--- src/rtl/fetch_pkg.sv ---
// Shared types and constants for the instruction fetch controller.
// Holds the FSM state encoding, queue entry layout and default parameters.
package fetch_pkg;

    typedef enum logic {
        ST_FETCH = 1'b0,
        ST_HALT  = 1'b1
    } state_t;

    typedef struct packed {
        logic [31:0] pc;
        logic [31:0] instr;
    } entry_t;

    localparam logic [31:0] DEFAULT_RESET_PC    = 32'h0000_0000;
    localparam logic [6:0]  DEFAULT_HALT_OPCODE = 7'b1111111;
    localparam logic [1:0]  QUEUE_DEPTH         = 2'd2;
    localparam logic [31:0] PC_ALIGN_MASK       = 32'hFFFF_FFFC;
    localparam logic [31:0] PC_STEP             = 32'd4;

    // True when the opcode field of a fetched word is the halt opcode.
    function automatic logic is_halt(input logic [6:0] opcode_field,
                                     input logic [6:0] halt_opcode);
        return (opcode_field == halt_opcode);
    endfunction

endpackage

--- src/rtl/fetch_queue.sv ---
// Two-entry {pc, instr} queue between fetch and decode.
// Head is always entry 0; flush wins over push and pop.
module fetch_queue
    import fetch_pkg::*;
(
    input  logic       clk,
    input  logic       rst_n,
    input  logic       push,
    input  logic       pop,
    input  logic       flush,
    input  entry_t     push_entry,
    output logic [1:0] count,
    output entry_t     head
);

    entry_t     entry0_r;
    entry_t     entry1_r;
    logic [1:0] count_r;
    logic       pop_ok_s;
    logic       push_ok_s;

    assign pop_ok_s  = pop && (count_r != 2'd0);
    assign push_ok_s = push && ((count_r < QUEUE_DEPTH) || pop_ok_s);

    // Queue storage and occupancy; simultaneous push and pop keep count unchanged.
    always_ff @(posedge clk or negedge rst_n) begin
        if (!rst_n) begin
            entry0_r <= '0;
            entry1_r <= '0;
            count_r  <= 2'd0;
        end else if (flush) begin
            count_r <= 2'd0;
        end else begin
            case ({push_ok_s, pop_ok_s})
                2'b10: begin
                    if (count_r == 2'd0) begin
                        entry0_r <= push_entry;
                    end else begin
                        entry1_r <= push_entry;
                    end
                    count_r <= count_r + 2'd1;
                end
                2'b01: begin
                    entry0_r <= entry1_r;
                    count_r  <= count_r - 2'd1;
                end
                2'b11: begin
                    if (count_r == 2'd1) begin
                        entry0_r <= push_entry;
                    end else begin
                        entry0_r <= entry1_r;
                        entry1_r <= push_entry;
                    end
                end
                default: begin
                    count_r <= count_r;
                end
            endcase
        end
    end

    assign count = count_r;
    assign head  = entry0_r;

endmodule

--- src/rtl/fetch_ctrl.sv ---
// Instruction fetch controller: sequential fetch into a two-entry queue,
// redirect handling and halt-on-opcode with drain to decode.
module fetch_ctrl
    import fetch_pkg::*;
#(
    parameter logic [31:0] RESET_PC    = DEFAULT_RESET_PC,
    parameter logic [6:0]  HALT_OPCODE = DEFAULT_HALT_OPCODE
)
(
    input  logic        clk,
    input  logic        rst_n,
    output logic [31:0] imem_addr,
    input  logic [31:0] imem_instr,
    input  logic        redirect_valid,
    input  logic [31:0] redirect_pc,
    input  logic        id_ready,
    output logic        if_valid,
    output logic [31:0] if_instr,
    output logic [31:0] if_pc,
    output logic        halted
);

    state_t      state_r;
    logic [31:0] fetch_pc_r;
    logic [1:0]  count_s;
    entry_t      head_s;
    entry_t      push_entry_s;
    logic        pop_s;
    logic        can_fetch_s;
    logic        halt_hit_s;
    logic        push_s;

    // Redirect overrides everything: no pop, no push, no halt detection.
    assign pop_s        = (count_s != 2'd0) && id_ready && !redirect_valid;
    assign can_fetch_s  = (state_r == ST_FETCH) && !redirect_valid &&
                          ((count_s < QUEUE_DEPTH) || pop_s);
    assign halt_hit_s   = can_fetch_s && is_halt(imem_instr[6:0], HALT_OPCODE);
    assign push_s       = can_fetch_s && !halt_hit_s;
    assign push_entry_s = '{pc: fetch_pc_r, instr: imem_instr};

    fetch_queue u_queue (
        .clk        (clk),
        .rst_n      (rst_n),
        .push       (push_s),
        .pop        (pop_s),
        .flush      (redirect_valid),
        .push_entry (push_entry_s),
        .count      (count_s),
        .head       (head_s)
    );

    // Fetch FSM and fetch PC; the halting word is left unfetched so fetch_pc holds on it.
    always_ff @(posedge clk or negedge rst_n) begin
        if (!rst_n) begin
            state_r    <= ST_FETCH;
            fetch_pc_r <= RESET_PC & PC_ALIGN_MASK;
        end else if (redirect_valid) begin
            state_r    <= ST_FETCH;
            fetch_pc_r <= redirect_pc & PC_ALIGN_MASK;
        end else begin
            case (state_r)
                ST_FETCH: begin
                    if (halt_hit_s) begin
                        state_r <= ST_HALT;
                    end else if (push_s) begin
                        fetch_pc_r <= fetch_pc_r + PC_STEP;
                    end else begin
                        fetch_pc_r <= fetch_pc_r;
                    end
                end
                ST_HALT: begin
                    state_r <= ST_HALT;
                end
                default: begin
                    state_r <= ST_FETCH;
                end
            endcase
        end
    end

    assign imem_addr = fetch_pc_r;
    assign if_valid  = (count_s != 2'd0);
    assign if_instr  = head_s.instr;
    assign if_pc     = head_s.pc;
    assign halted    = (state_r == ST_HALT) && (count_s == 2'd0);

endmodule

--- config.mk ---
export PLATFORM = sky130hd
export DESIGN_NAME = fetch_ctrl
export DESIGN_NICKNAME = d
export VERILOG_FILES = /design/src/rtl/fetch_pkg.sv /design/src/rtl/fetch_queue.sv /design/src/rtl/fetch_ctrl.sv
export SDC_FILE = /design/constraint.sdc
export NUM_CORES = 1
export LEC_CHECK = 0
export BUFFER_PORTS_ARGS = -buffer_cell sky130_fd_sc_hd__buf_2
export CELL_PAD_IN_SITES_DETAIL_PLACEMENT = 0
export CELL_PAD_IN_SITES_GLOBAL_PLACEMENT = 1
export CORE_MARGIN = 1
export CORE_UTILIZATION = 44
export DETAILED_ROUTE_END_ITERATION = 8
export PLACE_DENSITY = 0.89
export SLEW_MARGIN = 25
export SYNTH_ARGS = -nofsm -noshare
export SYNTH_HDL_FRONTEND = slang
export SYNTH_SLANG_ARGS = --single-unit
--- constraint.sdc ---
create_clock -name clk -period 7.4 [get_ports clk]
set_input_delay 1.11 -clock clk [delete_from_list [all_inputs] [get_ports clk]]
set_output_delay 1.11 -clock clk [all_outputs]
set_load 0.01 [all_outputs]
==> flow_summary.toml, run 1 <==
[outcome]
status = "finished clean"

[yosys]
yosysUniqueCellTypes = 38
synthTopCellsByCount = "dfrtp_1, a21oi_1, nand2_1"
syn_area_sq_mm = 0.007094
avgSynthCellArea_sq_um = 10.12
synth_edf_count = 0
yosys_warnings = 0
synthMostInstantiatedCell = "dfrtp_1"
yosysTopAreaCellShare_pct = 55.73
synth_top_area_cell = "dfrtp_1"
yosysSeqAreaShare_pct = 55.73
synth-async-reset-ratio_pct = 100.0
synthTopCellsByArea = "dfrtp_1, a21oi_1, mux2_2"
syn_inst = 701
ys_ff_latch = 158
synth-main-ff-cell = "dfrtp_1"

[power]
power_density_mw_per_mm2 = 409.6
p_clk_share_pct = 25.8
totalPowerFinal_w = 0.003547
p_seq_share_pct = 40.7
swShare_pct = 34.34
p_comb_share_pct = 33.4
internal-power_w = 0.002329
peakVddDrop_mv = 0.2185
power.switching_w = 0.001218
p_leak_nw = 3.984

[timing]
finalHoldViolCount = 0
setup_viol = 0
fmax_ghz = 0.2948
finClkSkew_ns = 0.005643
max_slew_margin_pct = 47.64
period_minus_slack_ns = 3.392
worst_pin_slew_ns = 0.7854
maxSlewViolCount = 0
fin_crit_sh_pct = 45.84
fin_setup_tns_ns = 0
rsz0062_at_grt = "false"

[routing]
first_pass_iters = 4
vias = 5653
drc = 0
wl_per_cell_um = 16.42
routed_via_density = 5.273
drtIter0Drc = 391
ant_nets = 0
wirelength_mm = 17.60

[critical_path]
crit_path_end_kind = "flop"
critPathLaunchType = "input pin"
critPathMaxStageDelay_ns = 0.72
worst-path-max-fanout = 47
r2r_slack_ns = 4.17
path_cells = "buf_2 -> or3b_1 -> a2111oi_4 -> nand2_2 -> or4_1 -> a31oi_1"
worstPathRequired_ns = 7.75
slowest_stage = "a2111oi_4"
crit_arrival_ns = 3.74
criticalPathCategory = "in2reg"

[die]
die_x_um = 129.0
ios = 166
design.core.area_sq_mm = 0.01583
num_rows = 46
start_util_pct = 44.82
die_y_um = 129.0
dieArea_sq_mm = 0.01664

[placement]
post-dp-hpwl_mm = 11.08
io_buffers = 161
place_congestion = 0.7692
placed_cell_area_sq_mm = 0.008038
dp_cells = 1039

[clock_network]
htree_num_levels = 4
cts_setup_buffers = 0
path_clk_slew_ns = 0.06
cts_tree = "done"
cts.sinks = 158
cts_buffers = 17
cts_root_buffer = "clkbuf_16"
cts_hold_buf = 0
clock_path_buffers = 2
worstSkewPairLatency_ns = 0.43
post_cts_resize_count = 0

[global_routing]
grt_overflow = 0
grt_pass1_vias = 5435
antenna_found_initial = 1
grt_usage_pct = 22.54
grt_pass1_wl_mm = 28.57
grt_max_degree = 86

[cells_and_area]
fillCellCount = 1435
drive_gt1_share_pct = 30.64
final_area_sq_mm = 0.008660
fin_cells = 1072
nets = 913
final_core_util_pct = 54.71
areaGrowthSynthToFinish_pct = 22.06

[flow_run]
cap_violations = 0

[min_path]
hold_path.class = "reg2reg"
-- layer usage --
metal  vias to the layer above  global-route usage, %  part of all wire [%]
met4                         2                  7.197                   1.2
li1                       2712                      -                     -
met3                        22                  7.152                   5.9
met5                         -                      0                 0.074
met2                       148                  34.34                    46
met1                      2769                  30.61                    47
-- cells in the final DEF, fill, tap and decap left out, types with 4 or more instances in the layout --
master	n
buf_2	160
dfrtp_1	158
a21oi_1	126
nand2_1	94
nor2_1	76
mux2_2	55
o21ai_0	27
nand4_1	18
xor2_1	17
clkbuf_16	17
nand3_1	9
a31oi_1	9
inv_1	8
and3_1	6
mux2_1	6
buf_4	6
xnor2_1	5
or3_1	5
o31ai_1	4
or4_1	4
clkinvlp_4	4
bufinv_16	4
-- through the flow --
stage	hold WS (ns)	setup WS, ns
CTS	0.4851	4.045
floorplan	0.4492	4.399
global placement	0.4664	3.435
detailed placement	0.4711	3.574
finish	0.4807	4.008
global route	0.5162	3.836
-- area by class of cell --
cell class / instances / area [sq um] / area share (%)
clock buffer: 21 / 450.4 / 5.202
sequential: 158 / 3954 / 45.66
multi-input combinational: 488 / 2908 / 33.58
antenna: 1 / 2.502 / 0.02890
clock inverter: 11 / 165.2 / 1.907
inverter: 8 / 30.03 / 0.3468
timing repair buffer: 169 / 879.6 / 10.16
tap: 216 / 270.3 / 3.121
-- registers in the layout, summed over array words and instances, names as in the netlist --
register	flops
imem_addr	30
state_r	1
u_queue.entry1_r	62
u_queue.head	63
u_queue.count	2
-- cell families (layout without fill, tap and decap cells) --
group / after synthesis / count (layout) / share of synthesized area (%)
multiplexers: 62 / 62 / 9.824
buffers and inverters: 56 / 209 / 3.774
AO/OA/AOI/OAI: 177 / 177 / 13.74
flip-flops: 158 / 158 / 55.73
AND/OR/NAND/NOR: 222 / 222 / 13.63
other: 1 / 3 / 0.05286
adder cells (fa/ha/maj): 3 / 3 / 0.5292
XOR/XNOR: 22 / 22 / 2.716
-- path summary, 6_finish.rpt --
kind / endpoint / cells past startpoint / from
worst max-delay path: imem_addr[26] / 6 / redirect_valid
worst min-delay path: u_queue.entry1_r[61] / 2 / u_queue.entry1_r[61]
worst max register to register: imem_addr[26] / 7 / u_queue.count[1]
worst min register to register: u_queue.entry1_r[61] / 2 / u_queue.entry1_r[61]
max in group asynchronous: u_queue.entry1_r[49] / 2 / rst_n
min in group asynchronous: u_queue.entry1_r[16] / 1 / rst_n
-- worst max-delay path, delay by kind of cell --
kind / cells / cell delay (ns)
AO/OA/AOI/OAI: 2 / 0.90
buffers and inverters: 1 / 0.35
AND/OR/NAND/NOR: 3 / 1.37
-- power groups by stage --
| stage | registers [W] | clock network, W | logic, W |
|---|---|---|---|
| 4_1_cts | 0.00144 | 0.000937 | 0.00120 |
| 2_1_floorplan | 0.00151 | 0 | 0.000718 |
| 6_report | 0.00145 | 0.000916 | 0.00119 |
| 5_1_grt | 0.00150 | 0.000978 | 0.00133 |
| 3_3_place_gp | 0.00144 | 0 | 0.00117 |
| 3_5_place_dp | 0.00146 | 0 | 0.00120 |
(Power assumes the default switching activity.)
==> run 2, diff against run 1 <==
--- a/config.mk
+++ b/config.mk
@@ -5,13 +5,14 @@
 export SDC_FILE = /design/constraint.sdc
 export NUM_CORES = 1
 export LEC_CHECK = 0
+export ABC_AREA = 1
 export BUFFER_PORTS_ARGS = -buffer_cell sky130_fd_sc_hd__buf_2
 export CELL_PAD_IN_SITES_DETAIL_PLACEMENT = 0
 export CELL_PAD_IN_SITES_GLOBAL_PLACEMENT = 1
 export CORE_MARGIN = 1
-export CORE_UTILIZATION = 44
+export CORE_UTILIZATION = 39
 export DETAILED_ROUTE_END_ITERATION = 8
-export PLACE_DENSITY = 0.89
+export PLACE_DENSITY = 0.85
 export SLEW_MARGIN = 25
 export SYNTH_ARGS = -nofsm -noshare
 export SYNTH_HDL_FRONTEND = slang
==> constraint.sdc (replaced) <==
create_clock -name clk -period 3.2 [get_ports clk]
set_input_delay 0.48 -clock clk [delete_from_list [all_inputs] [get_ports clk]]
set_output_delay 0.48 -clock clk [all_outputs]
set_load 0.01 [all_outputs]
==> flow_summary.toml, run 2 <==
[outcome]
status = "finished clean"

[yosys]
synthTopCellsByCount = "nand2_1, nand3_1, dfrtp_1"
ys_ff_latch = 158
synth_edf_count = 0
synthMostInstantiatedCell = "nand2_1"
synth_top_area_cell = "dfrtp_1"
yosysUniqueCellTypes = 26
synth-async-reset-ratio_pct = 100.0
yosys_warnings = 0
synthTopCellsByArea = "dfrtp_1, nand2_1, nand3_1"
yosysTopAreaCellShare_pct = 48.27
avgSynthCellArea_sq_um = 7.098
yosysSeqAreaShare_pct = 48.27
syn_area_sq_mm = 0.008192
synth-main-ff-cell = "dfrtp_1"
syn_inst = 1154

[clock_network]
htree_num_levels = 4
cts.sinks = 158
cts_buffers = 17
cts_tree = "done"
cts_root_buffer = "clkbuf_16"
path_clk_slew_ns = 0.07
cts_setup_buffers = 0
clock_path_buffers = 2
worstSkewPairLatency_ns = 0.43
post_cts_resize_count = 0
cts_hold_buf = 0

[placement]
post-dp-hpwl_mm = 16.52
io_buffers = 161
place_congestion = 0.8460

[cells_and_area]
areaGrowthSynthToFinish_pct = 19.26
drive_gt1_share_pct = 17.41
final_cell_mix = "nand2_1, nand3_1, buf_2"
seqCellArea_sq_mm = 0.003954
final_common_cell = "nand2_1"
fillCellCount = 2110
multiInputGateArea_sq_mm = 0.003765
largest_register_ffs = 63
nets = 1356
num_antenna_cells = 0

[routing]
vias = 8039
wl_per_cell_um = 16.02
drtIter0Drc = 491
wirelength_mm = 25.11
routed_via_density = 5.127
ant_nets = 0
drc = 0
first_pass_iters = 5

[critical_path]
crit_path_end_kind = "flop"
worst-path-max-fanout = 38
criticalPathCategory = "reg2reg"
crit_arrival_ns = 2.90
critPathLaunchType = "flop"
worstPathRequired_ns = 3.53

[timing]
whs_ns = 0.09463
setup_viol = 0
worst_pin_slew_ns = 0.7524
finClkSkew_ns = 0.01210
max_slew_margin_pct = 49.84
period_minus_slack_ns = 2.568
fin_setup_tns_ns = 0
maxSlewViolCount = 0
fmax_ghz = 0.3894
rsz0062_at_grt = "false"
fin_crit_sh_pct = 80.25
finalHoldViolCount = 0

[die]
start_util_pct = 40.10
design.core.area_sq_mm = 0.02043
ios = 166
die_y_um = 146.9
die_x_um = 146.9
num_rows = 52
dieArea_sq_mm = 0.02159

[power]
peakVddDrop_mv = 0.4565
p_leak_nw = 5.294
power_density_mw_per_mm2 = 915.2

[global_routing]
grt_max_degree = 76
grt_pass1_wl_mm = 41.12
grt_pass1_vias = 7715
grt_usage_pct = 24.24
grt_overflow = 0
antenna_found_initial = 0

[flow_run]
cap_violations = 0

[min_path]
hold_path.class = "in2async"
[run 2: cell types whose count changed after synthesis, sizes merged, moves of 25 or more]
cell / change
nand2: +418
nand3: +193
a21oi: -125
mux2: -61
inv: +37
buf: +28
o21ai: +25
[run 2: metrics by stage]
step	instances	area [sq um]	power (W)	utilization, %	worst slack [ns]
floorplan	1155	8195	0.005700	-	1.387
global placement	1536	9210	0.006978	45.08	0.6666
detailed placement	1536	9210	0.007052	45.08	0.6212
CTS	1568	9769	0.009017	47.82	0.6396
global route	1568	9769	0.009672	47.82	0.3095
finish	1568	9769	0.008941	47.82	0.6322
[run 2: report_power, final]
part	leakage, nW	switching (W)	internal [W]
Sequential	1.93	0.000668	0.00289
Combinational	3.10	0.00222	0.00122
Clock	0.266	0.000929	0.00102
Total	5.29	0.00381	0.00513
[run 2: layout make-up]
type,instances,area share [%]
clock buffers,17,4.355
clock inverters,15,1.370
inverters,45,1.729
multi-input cells,884,38.54
flip-flops and latches,158,40.47
well taps,270,3.458
repair buffers,179,10.08
[run 2: path summary, 6_finish.rpt]
| check | start | endpoint | slack (ns) | cells past startpoint |
|---|---|---|---|---|
| min | rst_n | u_queue.head[1] | 0.09 | 1 |
| max reg2reg | u_queue.count[1] | imem_addr[22] | 0.63 | 11 |
| max in group asynchronous | rst_n | imem_addr[14] | 2.19 | 2 |
| min in group clk | imem_instr[21] | u_queue.entry1_r[21] | 0.29 | 3 |
| max | u_queue.count[1] | imem_addr[22] | 0.63 | 11 |
| min reg2reg | u_queue.entry1_r[25] | u_queue.entry1_r[25] | 0.47 | 2 |
[run 2: cells by family (layout without fill, tap and decap cells)]
| kind of cell | after synthesis | count (layout) | share of synthesized area [%] |
|---|---|---|---|
| simple gates | 814 | 814 | 41.10 |
| flops | 158 | 158 | 48.27 |
| buf+inv | 113 | 256 | 5.850 |
| compound gates | 63 | 63 | 4.063 |
| fa+ha+maj | 3 | 3 | 0.4583 |
| xor+xnor | 2 | 2 | 0.2139 |
| other cells | 1 | 2 | 0.04578 |
[run 2: worst max-delay path, stage by stage, from the launching register on]
cell	delay, ns
dfrtp_1	0.39
inv_1	0.12
ha_1	0.31
inv_2	0.07
nand3_2	0.10
nand2_2	0.08
nand3_1	0.15
nand2_1	0.35
inv_2	0.63
nor2_1	0.09
nand2_1	0.09
nand2_1	0.05
[run 2: routing by layer]
layer	GRT usage (%)	part of all wire, %	wire, um
met1	33.62	47	11810
met2	39.34	46	11640
met3	3.882	5.3	1326
met4	6.495	1.3	333
met5	0	0	0
